### src/rtl/cpu_pkg.sv
// Shared CPU definitions for the decode-stage branch comparator.
// Holds the datapath width and the cmp_op condition encodings. The decode
// controller drives cmp_op from these same constants.
package cpu_pkg;

   // Datapath operand width
   localparam int unsigned WIDTH = 32;

   // Width of the condition-select field
   localparam int unsigned CMP_OP_W = 3;

   // Number of distinct branch conditions (every cmp_op value is defined)
   localparam int unsigned CMP_N_OPS = 8;

   // Branch condition encodings
   localparam logic [CMP_OP_W-1:0] CMP_EQ  = 3'd0;  // rs == rt
   localparam logic [CMP_OP_W-1:0] CMP_NE  = 3'd1;  // rs != rt
   localparam logic [CMP_OP_W-1:0] CMP_LEZ = 3'd2;  // rs <= 0 (signed)
   localparam logic [CMP_OP_W-1:0] CMP_GTZ = 3'd3;  // rs >  0 (signed)
   localparam logic [CMP_OP_W-1:0] CMP_LTZ = 3'd4;  // rs <  0 (signed)
   localparam logic [CMP_OP_W-1:0] CMP_GEZ = 3'd5;  // rs >= 0 (signed)
   localparam logic [CMP_OP_W-1:0] CMP_LT  = 3'd6;  // rs <  rt (signed)
   localparam logic [CMP_OP_W-1:0] CMP_LTU = 3'd7;  // rs <  rt (unsigned)

endpackage : cpu_pkg

### src/rtl/cmp_core.sv
// Combinational branch comparator core.
// Derives the raw relation flags of two operands and selects the branch
// decision for the requested condition. No state.
// Ports:
//   a        operand A (rs, forwarded)
//   b        operand B (rt, forwarded)
//   op       condition select (cpu_pkg CMP_* encodings)
//   out_c    selected branch decision
//   eq_c     a == b
//   lt_s_c   signed(a) < signed(b)
//   lt_u_c   unsigned a < b
module cmp_core #(
   parameter int unsigned WIDTH = cpu_pkg::WIDTH
) (
   input  logic [WIDTH-1:0]             a,
   input  logic [WIDTH-1:0]             b,
   input  logic [cpu_pkg::CMP_OP_W-1:0] op,
   output logic                         out_c,
   output logic                         eq_c,
   output logic                         lt_s_c,
   output logic                         lt_u_c
);

   import cpu_pkg::CMP_N_OPS;
   import cpu_pkg::CMP_EQ;
   import cpu_pkg::CMP_NE;
   import cpu_pkg::CMP_LEZ;
   import cpu_pkg::CMP_GTZ;
   import cpu_pkg::CMP_LTZ;
   import cpu_pkg::CMP_GEZ;
   import cpu_pkg::CMP_LT;
   import cpu_pkg::CMP_LTU;

   logic                 a_neg;
   logic                 a_zero;
   logic [CMP_N_OPS-1:0] cond;

   // Two-operand relations
   always_comb begin
      eq_c   = (a == b);
      lt_s_c = ($signed(a) < $signed(b));
      lt_u_c = (a < b);
   end

   // Zero-compare terms look at operand A only
   always_comb begin
      a_neg  = a[WIDTH-1];
      a_zero = (a == '0);
   end

   // One decision per condition, indexed by its encoding
   always_comb begin
      cond          = '0;
      cond[CMP_EQ]  = eq_c;
      cond[CMP_NE]  = ~eq_c;
      cond[CMP_LEZ] = a_neg | a_zero;
      cond[CMP_GTZ] = ~a_neg & ~a_zero;
      cond[CMP_LTZ] = a_neg;
      cond[CMP_GEZ] = ~a_neg;
      cond[CMP_LT]  = lt_s_c;
      cond[CMP_LTU] = lt_u_c;
   end

   // Indexed select rather than a case so an unknown op shows up as X
   always_comb begin
      out_c = cond[op];
   end

endmodule : cmp_core

### src/rtl/cmp.sv
// Decode-stage branch comparator.
// Produces the same-cycle branch decision for next-PC selection, the raw
// relation flags, and a registered copy of the decision for later stages.
// Ports:
//   clk         system clock, rising edge
//   rst_n       asynchronous active-low reset
//   CMP1        operand A (rs, forwarded)
//   CMP2        operand B (rt, forwarded)
//   cmp_op      condition select (cpu_pkg CMP_* encodings)
//   en          register update enable, low while the pipeline stalls
//   CMP_Output  combinational branch decision
//   cmp_q       registered branch decision
//   eq          combinational CMP1 == CMP2
//   lt_s        combinational signed CMP1 < CMP2
//   lt_u        combinational unsigned CMP1 < CMP2
module cmp #(
   parameter int unsigned WIDTH = cpu_pkg::WIDTH
) (
   input  logic                         clk,
   input  logic                         rst_n,
   input  logic [WIDTH-1:0]             CMP1,
   input  logic [WIDTH-1:0]             CMP2,
   input  logic [cpu_pkg::CMP_OP_W-1:0] cmp_op,
   input  logic                         en,
   output logic                         CMP_Output,
   output logic                         cmp_q,
   output logic                         eq,
   output logic                         lt_s,
   output logic                         lt_u
);

   logic cmp_d;

   cmp_core #(
      .WIDTH (WIDTH)
   ) u_core (
      .a      (CMP1),
      .b      (CMP2),
      .op     (cmp_op),
      .out_c  (CMP_Output),
      .eq_c   (eq),
      .lt_s_c (lt_s),
      .lt_u_c (lt_u)
   );

   // Hold the captured decision while the pipeline is stalled
   always_comb begin
      cmp_d = cmp_q;
      if (en) begin
         cmp_d = CMP_Output;
      end
   end

   // Decision register
   always_ff @(posedge clk or negedge rst_n) begin
      if (!rst_n) begin
         cmp_q <= 1'b0;
      end else begin
         cmp_q <= cmp_d;
      end
   end

endmodule : cmp

### config.mk
export PLATFORM = sky130hd
export DESIGN_NAME = cmp
export DESIGN_NICKNAME = d
export VERILOG_FILES = /design/src/rtl/cpu_pkg.sv /design/src/rtl/cmp_core.sv /design/src/rtl/cmp.sv
export SDC_FILE = /design/constraint.sdc
export NUM_CORES = 1
export LEC_CHECK = 0
export CORE_MARGIN = 2
export CORE_UTILIZATION = 38
export DETAILED_ROUTE_END_ITERATION = 8
export GPL_TIMING_DRIVEN = 1
export PLACE_DENSITY = 0.88
export RECOVER_POWER = 25
export REMOVE_ABC_BUFFERS = 1
export SLEW_MARGIN = 20
export SYNTH_ARGS = -nofsm -noshare
export SYNTH_HDL_FRONTEND = slang
export SYNTH_SLANG_ARGS = --single-unit
### constraint.sdc
create_clock -name clk -period 8.4 [get_ports clk]
set_input_delay 2.1 -clock clk [delete_from_list [all_inputs] [get_ports clk]]
set_output_delay 2.1 -clock clk [all_outputs]
set_load 0.1 [all_outputs]
# == Yosys cells after proc, flatten, opt, wreduce, memory -nomap -nowiden ==
# Index checks and enable logic that the tools add are counted.
# classes
bitwise_logic,5
order_cmp,3
n_eq_ne,1
n_reduce_logical,1
mux,2
# ops
op,n
< comparator 32 bit,2
equality test 32 bit,1
zero test 32 bit,1
< comparator 3 x 4 -> 1 bit (second input constant),1
binary-select mux 1 bit (select 3 bit),1
NOT 1 bit,3
bitwise AND 1 bit,1
2-to-1 mux 1 bit,1
bitwise OR 1 bit,1
# word_totals
input_bits,70
regBits,1
elab_cells,13
output_inout_bits,5

# == Depth between registers and ports, before layout ==
# depth
ltp_word,5
depth_mapped,9
depth_no_buf,9

# == Modules after synthesis ==
# From an unflattened synthesis, not the netlist that was laid out.
# unflattened
cells_unflattened,146
area_unflattened_um2,1053.5
# by_module_without_submodules
module,seq_area_each_um2,cells_per_inst,area_each_um2,n_inst
cmp_core,0.0,144,1013.5,1
cmp,25.0,2,40.0,1

# == Least setup slack after synthesis ==
# No wires, ideal clock.
# synth_timing
kind,in2out
start,in CMP2[11]
end,out lt_s
t_arrival_ps,5461
stages,8
n_path_buf,0
setup_slack_ps,839
cell_sequence,inv_1 -> ha_1 -> nand4_1 -> nor4_4 -> a221oi_1 -> a21oi_1 -> nor2_1 -> xnor2_1
# synth_via
elab_chain_cells,1
# synth_rtl
element,line,source
from (decl),cmp.sv:22,"input logic [WIDTH-1:0] CMP2,"
< comparator 32 bit,cmp_core.sv:41,lt_s_c = ($signed(a) < $signed(b));
to (decl),cmp.sv:28,"output logic lt_s,"
# Every way passes these cells.

# == Worst setup path in the final report ==
# layout_timing
start,in CMP2[3]
end,out lt_u
# layout_via
elab_chain_cells,1
# layout_rtl
element,line,source
< comparator 32 bit,cmp_core.sv:42,lt_u_c = (a < b);
to (decl),cmp.sv:29,output logic lt_u
# Every way passes these cells.

==> out/metrics.csv <==
stage;metric;value;unit
cells_and_area;syn_to_final_growth;74.8;%
global_route;grt_max_degree;6;
route;dr.pass1.iters;4;
synthesis;ys.flop_type;dfrtp_1;
route;drc;0;
floorplanning;die_y;56.2;um
power;p_per_area;62.3;mW/mm2
cells_and_area;regMostFlops;cmp_q;
timing;rsz0062_at_grt;false;
cells_and_area;reg_top3;cmp_q (1);
cells_and_area;nNetsFinal;323;
floorplanning;pin_count;75;
timing;setup_tns;0;ns
setup_path;path_max_fanout;2;
setup_path;critPathCaptureType;output pin;
route;vias_per_cell;5.01;
synthesis;netlist_instances;145;
floorplanning;initial_core_util;0.410;
worst_hold_path;min_from;cmp_q$_DFFE_PN0P_;
timing;worst_slew_pin_slew;0.990;ns
global_route;grt_pass1_wl;4770;um
cells_and_area;finalInstanceArea;0.00181;mm2
synthesis;ys_ff_latch;1;
route;wl;2790;um
outcome;outcome;completed;
place;port_buffers;74;
route;vias;1247;
setup_path;r2r_cells;2;
timing;period_needed;7.01;ns
global_route;grt_overflow_total;0;
synthesis;yosysUniqueCellTypes;29;
timing;hold_violations;0;
run;maxCapViolCount;0;
floorplanning;num_rows;18;
place;post-dp-hpwl;2700;um
place;place.gp.congestion;0.799;
clock_tree;cts_hold_buf;0;
synthesis;synth_area;0.00103;mm2
setup_path;crit_type;in2out;
setup_path;ff2ff_setup_slack;7.74;ns
global_route;grt_usage;0.176;
clock_tree;cts_setup_buffers;0;
synthesis;synth_edf_count;0;
timing;fmaxAchievable;0.143;GHz
synthesis;syn_avg_cell_area;7.13;um2
floorplanning;die_x;56.2;um
clock_tree;clkTransAtPathRegs;0;ns
global_route;grt_pass1_vias;1192;
route;wire_per_inst;11.2;um
synthesis;async_flop_share;1.00;
clock_tree;clk_latency;0;ns
setup_path;crit_arrival;4.91;ns
cells_and_area;num_antenna_cells;0;
timing;finClkSkew;0;ns
global_route;antenna_found_initial;0;
route;initialDrtViolationCount;34;
clock_tree;cts_resized;0;
timing;slew-limit-headroom;0.338;
setup_path;cp.required;6.30;ns
timing;setup_violations;0;
timing;drv_slew;0;
synthesis;ys_warn_count;0;
power;ir_drop;0.0518;mV
timing;fin_crit_sh;0.834;
place;place_area;0.00181;mm2
worst_hold_path;hold_path_class;reg2reg;
power;power;0.112;mW
cells_and_area;layout-drive-gt1-share;0.0365;
worst_hold_path;whs_path_depth;2;
cells_and_area;largest_reg_flops;1;
route;antenna_left;0;
setup_path;crit-reg2reg-launch;cmp_q$_DFFE_PN0P_;
setup_path;cp-start-kind;input pin;
floorplanning;die_area;0.00315;mm2
power;power.leakage;0.874;nW
setup_path;r2r-end;cmp_q$_DFFE_PN0P_;
worst_hold_path;hold_path_end;cmp_q$_DFFE_PN0P_;
floorplanning;core;0.00252;mm2
synthesis;ys_seq_area_frac;0.0242;
[power breakdown]
group          leakage [nW]  total, mW  internal (mW)  switching, mW
Clock                     0          0              0              0
Combinational         0.863      0.106         0.0512         0.0553
Sequential           0.0114    0.00599        0.00560       0.000392
Total                 0.874      0.112         0.0568         0.0557
[cells in the final DEF, fill, tap and decap left out, drive strengths merged, types with 2 or more instances in the layout]
master	count
nand3	3
nor3	2
ha	32
clkdlybuf4s50	71
o21ai	4
nor4	10
buf	2
nand2	12
inv	34
nand4	8
xor2	2
nor2	8
a21oi	16
[kinds of logic (layout without fill, tap and decap cells)]
kind of cell	after synthesis	in the layout	synth area share
compound gates	29	29	0.173
simple gates	45	45	0.245
fa+ha+maj	32	32	0.387
xor+xnor	3	3	0.0327
mux	1	1	0.0145
buf+inv	34	108	0.123
flops	1	1	0.0242
[synthesized netlist by cell type, types with 2 or more instances]
cell / instances / share of area
inv_1: 34 / 0.12
ha_1: 32 / 0.39
a21oi_1: 16 / 0.077
nand2_1: 12 / 0.044
nor4_1: 9 / 0.054
nor2_1: 8 / 0.029
nand4_1: 6 / 0.036
nand3_1: 3 / 0.015
o21ai_1: 3 / 0.015
nand4_2: 2 / 0.024
nor3_1: 2 / 0.0097
[stage by stage]
| stage | instances | hold WS [ns] | utilization | setup slack [ns] |
|---|---|---|---|---|
| final | 249 | 0.557 | 0.716 | 1.39 |
| after global routing | 249 | 0.609 | 0.716 | 1.22 |
| after CTS | 249 | 0.570 | 0.716 | 1.38 |
| after detailed placement | 249 | 0.581 | 0.716 | 1.38 |
| after global placement | 249 | 0.544 | 0.716 | 1.40 |
| after floorplan | 145 | 1.05 | - | 0.839 |
[critical path, stage by stage]
cell and delay, ns:
clkdlybuf4s50_1 0.45, inv_1 0.04, ha_1 0.28, a21oi_1 0.16, o21ai_1 0.10, a221oi_1 0.29
a21oi_1 0.13, nor2_1 0.19, clkdlybuf4s50_1 1.17
[how the worst max path moves through the flow]
stage                  start    to  slack (ns)  depth (start not counted)
global placement     CMP2[3]  lt_u        1.40                          9
global route         CMP2[3]  lt_u        1.22                          9
detailed placement   CMP2[3]  lt_u        1.38                          9
CTS                  CMP2[3]  lt_u        1.38                          9
finish               CMP2[3]  lt_u        1.39                          9
floorplan           CMP2[11]  lt_s        0.84                          8
[routing by layer]
metal / vias to the layer above / track usage / share of wire
li1: 670 / - / -
met1: 546 / 0.229 / 0.46
met3: 0 / 0.00465 / 0.046
met4: 0 / 0.00680 / 0
met5: - / 0 / 0
met2: 31 / 0.334 / 0.49
[layout make-up]
type                    instances  area, um2
multi-input cells             110        881
repair buffers                 74        736
fillers                       217        716
inverters                      34        128
well taps                      30       37.5
flip-flops and latches          1       25.0
No activity file was read; power rests on OpenSTA's default activity.
